[src/rtl/mem_arb_pkg.sv]
// Shared types for the memory port arbiter: FSM states,
// owner IDs and the read-latency counter width.
package mem_arb_pkg;

    typedef enum logic [1:0] {
        IDLE   = 2'd0,
        ACCESS = 2'd1,
        WAIT   = 2'd2,
        RESP   = 2'd3
    } state_t;

    localparam logic OWN_CPU = 1'b0;
    localparam logic OWN_EXT = 1'b1;

    localparam int CNT_W = 3;

endpackage

[src/rtl/rr_arb2.sv]
// Two-requester round-robin picker (combinational).
// req[0]=CPU, req[1]=EXT; last_gnt in, gnt_valid/gnt_id out.
module rr_arb2
    import mem_arb_pkg::*;
(
    input  logic [1:0] req,
    input  logic       last_gnt,
    output logic       gnt_valid,
    output logic       gnt_id
);

    always_comb begin
        gnt_valid = |req;
        gnt_id    = OWN_CPU;
        if (&req) begin
            gnt_id = ~last_gnt;
        end else if (req[1]) begin
            gnt_id = OWN_EXT;
        end
    end

endmodule

[src/rtl/mem_port_arbiter.sv]
// Shares one single-port RAM between CPU and EXT requesters.
// Ports: cpu_*/ext_* request/ack ports, ram_* RAM side, clr sync clear.
module mem_port_arbiter
    import mem_arb_pkg::*;
#(
    parameter int ADDR_W = 9,
    parameter int DATA_W = 32,
    parameter int RD_LAT = 1
) (
    input  logic              clk,
    input  logic              reset,
    input  logic              clr,
    input  logic              cpu_req,
    input  logic              cpu_we,
    input  logic [ADDR_W-1:0] cpu_addr,
    input  logic [DATA_W-1:0] cpu_wdata,
    output logic              cpu_ack,
    output logic [DATA_W-1:0] cpu_rdata,
    output logic              cpu_stall,
    input  logic              ext_req,
    input  logic              ext_we,
    input  logic [ADDR_W-1:0] ext_addr,
    input  logic [DATA_W-1:0] ext_wdata,
    output logic              ext_ack,
    output logic [DATA_W-1:0] ext_rdata,
    output logic              ram_read,
    output logic              ram_write,
    output logic [ADDR_W-1:0] ram_addr,
    output logic [DATA_W-1:0] ram_wdata,
    input  logic [DATA_W-1:0] ram_rdata
);

    state_t           state;
    logic             last_gnt;
    logic             owner;
    logic             lat_we;
    logic [CNT_W-1:0] cnt;

    logic              gnt_valid;
    logic              gnt_id;
    logic              sel_we;
    logic [ADDR_W-1:0] sel_addr;
    logic [DATA_W-1:0] sel_wdata;

    rr_arb2 u_rr (
        .req       ({ext_req, cpu_req}),
        .last_gnt  (last_gnt),
        .gnt_valid (gnt_valid),
        .gnt_id    (gnt_id)
    );

    assign sel_we    = (gnt_id == OWN_EXT) ? ext_we    : cpu_we;
    assign sel_addr  = (gnt_id == OWN_EXT) ? ext_addr  : cpu_addr;
    assign sel_wdata = (gnt_id == OWN_EXT) ? ext_wdata : cpu_wdata;

    assign cpu_stall = cpu_req & ~cpu_ack;

    always_ff @(posedge clk or negedge reset) begin
        if (!reset) begin
            state     <= IDLE;
            last_gnt  <= OWN_EXT;
            owner     <= OWN_CPU;
            lat_we    <= 1'b0;
            cnt       <= '0;
            ram_read  <= 1'b0;
            ram_write <= 1'b0;
            ram_addr  <= '0;
            ram_wdata <= '0;
            cpu_ack   <= 1'b0;
            ext_ack   <= 1'b0;
            cpu_rdata <= '0;
            ext_rdata <= '0;
        end else begin
            // Strobes and acks are single-cycle pulses by default.
            ram_read  <= 1'b0;
            ram_write <= 1'b0;
            cpu_ack   <= 1'b0;
            ext_ack   <= 1'b0;
            if (clr) begin
                state     <= IDLE;
                cnt       <= '0;
                cpu_rdata <= '0;
                ext_rdata <= '0;
                last_gnt  <= OWN_EXT;
            end else begin
                unique case (state)
                    IDLE: begin
                        if (gnt_valid) begin
                            owner     <= gnt_id;
                            last_gnt  <= gnt_id;
                            lat_we    <= sel_we;
                            ram_addr  <= sel_addr;
                            ram_wdata <= sel_wdata;
                            ram_write <= sel_we;
                            ram_read  <= ~sel_we;
                            state     <= ACCESS;
                        end
                    end
                    ACCESS: begin
                        if (lat_we) begin
                            cpu_ack <= (owner == OWN_CPU);
                            ext_ack <= (owner == OWN_EXT);
                            state   <= RESP;
                        end else begin
                            cnt   <= CNT_W'(RD_LAT - 1);
                            state <= WAIT;
                        end
                    end
                    WAIT: begin
                        if (cnt != '0) begin
                            cnt <= cnt - 1'b1;
                        end else begin
                            if (owner == OWN_CPU) begin
                                cpu_rdata <= ram_rdata;
                                cpu_ack   <= 1'b1;
                            end else begin
                                ext_rdata <= ram_rdata;
                                ext_ack   <= 1'b1;
                            end
                            state <= RESP;
                        end
                    end
                    RESP: begin
                        state <= IDLE;
                    end
                endcase
            end
        end
    end

endmodule

[config.mk]
export PLATFORM = sky130hd
export DESIGN_NAME = mem_port_arbiter
export DESIGN_NICKNAME = d
export VERILOG_FILES = /design/src/rtl/mem_arb_pkg.sv /design/src/rtl/rr_arb2.sv /design/src/rtl/mem_port_arbiter.sv
export SDC_FILE = /design/constraint.sdc
export NUM_CORES = 1
export LEC_CHECK = 0
export CORE_UTILIZATION = 45
export DETAILED_ROUTE_END_ITERATION = 10
export GPL_TIMING_DRIVEN = 0
export PLACE_DENSITY = 0.91
export SLEW_MARGIN = 0
export SYNTH_ARGS = -nofsm -noshare
export SYNTH_HDL_FRONTEND = slang
export SYNTH_HIERARCHICAL = 1
export SYNTH_SLANG_ARGS = --single-unit
[constraint.sdc]
create_clock -name clk -period 3.4 [get_ports clk]
set_input_delay 0.85 -clock clk [delete_from_list [all_inputs] [get_ports clk]]
set_output_delay 0.85 -clock clk [all_outputs]
set_load 0.1 [all_outputs]
==> results.sh <==
export IMPL_drt_total_wl_um=16000
export IMPL_fp_dieW_um=108
export IMPL_min_to="ram_wdata[25]$_DFFE_PN0P_"
export IMPL_pin_count=231
export IMPL_layout_cells_non_filler=927
export IMPL_clockRootBuffer="clkbuf_16"
export IMPL_min_delay_start="ram_wdata[25]$_DFFE_PN0P_"
export IMPL_post_route_min_period_ns=3.22
export IMPL_clockBufferDepth=2
export IMPL_rr_endpoint="cpu_rdata[20]$_DFFE_PN0P_"
export IMPL_ir_worst_vdd_mv=1.02
export IMPL_use_met1_pct=29.7
export IMPL_pre_cts_ws_ns=-0.117
export IMPL_power_mw=8.26
export IMPL_grt_pass1_wl_um=24700
export IMPL_hold_viol=0
export IMPL_ys_seq_elements=117
export IMPL_drive_gt1_share_pct=7.75
export IMPL_syn2layout_area_growth_pct=61.0
export IMPL_row_count=38
export IMPL_netlist_cell_type_count=36
export IMPL_worst_slack_ns=0.178
export IMPL_met2_usage_pct=50.8
export IMPL_tightestPinTransition_ns=1.05
export IMPL_grt_usage_pct=28.2
export IMPL_clock_sinks=117
export IMPL_synth_fp_nets=652
export IMPL_p_per_area_nw_per_um2=1000
export IMPL_avgSynthCellArea_um2=9.72
export IMPL_postCtsSetupRepairBufs=0
export IMPL_gp_congestion=0.844
export IMPL_yosysMostFrequentCell="nand2_1"
export IMPL_synth_edff_count=0
export IMPL_grt_use_met3_pct=7.90
export IMPL_synth_top_area_share_pct=56.9
export IMPL_drt_initial_drc_count=283
export IMPL_die_area_um2=11800
export IMPL_nFillCells=711
export IMPL_antenna_found_initial=0
export IMPL_dpl_cell_count=895
export IMPL_synth_flop_cell="dfrtp_1"
export IMPL_synth_top_area_cell="dfrtp_1"
export IMPL_combPwrFrac_pct=53.1
export IMPL_detailroute_via_count=4873
export IMPL_p_int_mw=4.05
export IMPL_max_freq_mhz=310
export IMPL_crit_arrival_ns=2.37
export IMPL_antenna_left=0
export IMPL_min_delay_path_class="flip-flop to flip-flop"
export IMPL_start_kind="primary input"
export IMPL_hold_depth=2
export IMPL_p_seq_share_pct=24.2
export IMPL_grt_max_degree=61
export IMPL_drv_cap=0
export IMPL_rr_startpoint="state[0]$_DFFE_PN0P_"
export IMPL_synthTopCellsByArea="dfrtp_1 (57%), nand2_1 (13%), mux2i_1 (8.4%), a21oi_1 (6.8%), o21ai_0 (4.0%)"
export IMPL_rsz0062_at_grt="no"
export IMPL_worstSetupEndpointType="output pin"
export IMPL_grt_pass1_vias=5077
export IMPL_cts_inserted_buffers=17
export IMPL_start_util_pct=46.7
export IMPL_ys_seq_area_share_pct=57.4
export IMPL_port_buffers=229
export IMPL_syn_inst=525
export IMPL_critPathMaxFanout=3
export IMPL_diodes=0
export IMPL_yosysWarnings=6
export IMPL_synth_common_cells="nand2_1 (170), dfrtp_1 (116), a21oi_1 (69)"
export IMPL_worstSetupPathType="primary input to output pin"
export IMPL_rrSetupSlack_ns=1.53
export IMPL_p_leak_nw=3.47
export IMPL_skew_ns=0.00631
export IMPL_h_tree_depth=4
export IMPL_finalSetupViolations=0
export IMPL_hpwl_um=11900
export IMPL_post_route_period_util_pct=94.8
export IMPL_p_sw_mw=4.21
export IMPL_tritoncts="yes"
export IMPL_coreArea_um2=10900
export IMPL_p_clk_share_pct=22.6
export IMPL_drt_first_pass_iters=4
export IMPL_die_h_um=108
export IMPL_via_per_inst=5.26
export IMPL_async_reset_ff_share_pct=100
export IMPL_synth_area_um2=5100
export IMPL_gr_total_overflow=0
export IMPL_grt_busiest_layer="met2"
export IMPL_path_clk_slew_ns=0.05
export IMPL_wl_per_cell_um=17.2
export IMPL_drc=0
export IMPL_worstPathRequired_ns=2.55
export IMPL_outcome="completed"
export IMPL_fin_util_pct=75.2
export IMPL_slew_headroom_pct=30.1
export IMPL_clk_latency_ns=0.40
export IMPL_swShare_pct=51.0
export IMPL_slew_violations=0
export IMPL_finalNetCount=901
export IMPL_ff2ff_path_depth=8
-- kinds of logic after synthesis --
logic type	share of synthesized area [%]
compound gates	12.2
fa+ha+maj	1.47
buf+inv	4.27
flops	57.4
mux	8.65
simple gates	16.0
-- worst max path at each step --
stage	start	to	slack, ns	depth (start not counted)
CTS	cpu_req	cpu_stall	0.17	3
global route	cpu_req	cpu_stall	0.14	3
detailed placement	cpu_req	cpu_stall	-0.12	3
finish	cpu_req	cpu_stall	0.18	3
floorplan	cpu_ack$_DFF_PN0_	cpu_stall	0.34	1
global placement	reset	ram_wdata[5]$_DFFE_PN0P_	-2.76	1
-- per-stage QoR --
| step | cell area, um2 | hold WS, ns | TNS [ns] |
|---|---|---|---|
| after global placement | 7570 | 0.461 | -320.37 |
| after detailed placement | 7600 | 0.470 | -0.117 |
| after global routing | 8220 | 0.501 | 0 |
| final | 8220 | 0.480 | 0 |
| after floorplan | 5100 | 0.470 | 0 |
| after CTS | 8220 | 0.482 | 0 |
-- timing repair --
action,in CTS,in global routing
hold buffers,0,0
resized for setup,1,0
endpoints found under the setup margin,1,0
-- routing by layer --
layer	vias up	part of all wire [%]	routed length, um
met3	42	7.2	1150
met5	-	0	0
met1	2323	37	5870
met4	0	3.1	498
li1	2251	-	-
met2	257	53	8480
-- final cells by class --
type                            instances  area, um2  share of cell area [%]
Sequential cell                       117       2930                    35.6
Timing Repair Buffer                  230       2320                    28.2
Multi-Input combinational cell        364       1960                    23.8
Clock buffer                           19        443                    5.39
Buffer                                 38        195                    2.37
Clock inverter                         13        181                    2.21
Tap cell                              140        175                    2.13
Inverter                                6       22.5                   0.274
-- sequential cells by signal, summed over array words and instances, names as in the netlist, 2 cells and up --
name	cells
cnt	3
cpu_rdata	32
ext_rdata	32
ram_addr	9
ram_wdata	32
state	2
-- power by group through the flow --
stage,combinational (mW),clock (mW),sequential (mW)
finish,4.39,1.87,2.00
global route,4.56,1.96,2.03
CTS,4.41,1.89,1.99
detailed placement,4.38,0,2.01
global placement,4.28,0,1.99
floorplan,0.826,0,4.36
-- cell usage in the layout (no fill, tap or decap), drive strengths merged, types with 6 or more instances in the layout --
master and instances:
clkdlybuf4s50 227, nand2 170, dfrtp 116, a21oi 69, mux2i 43, o21ai 41, clkbuf 34, buf 25
clkinv 7, inv 6, ha 6
-- worst max-delay path, stage by stage --
cell and delay [ns]:
clkdlybuf4s50_1 0.52, nor2b_1 0.14, dlygate4sd2_1 0.85
Note: power is estimated with default switching activity, not from simulation.
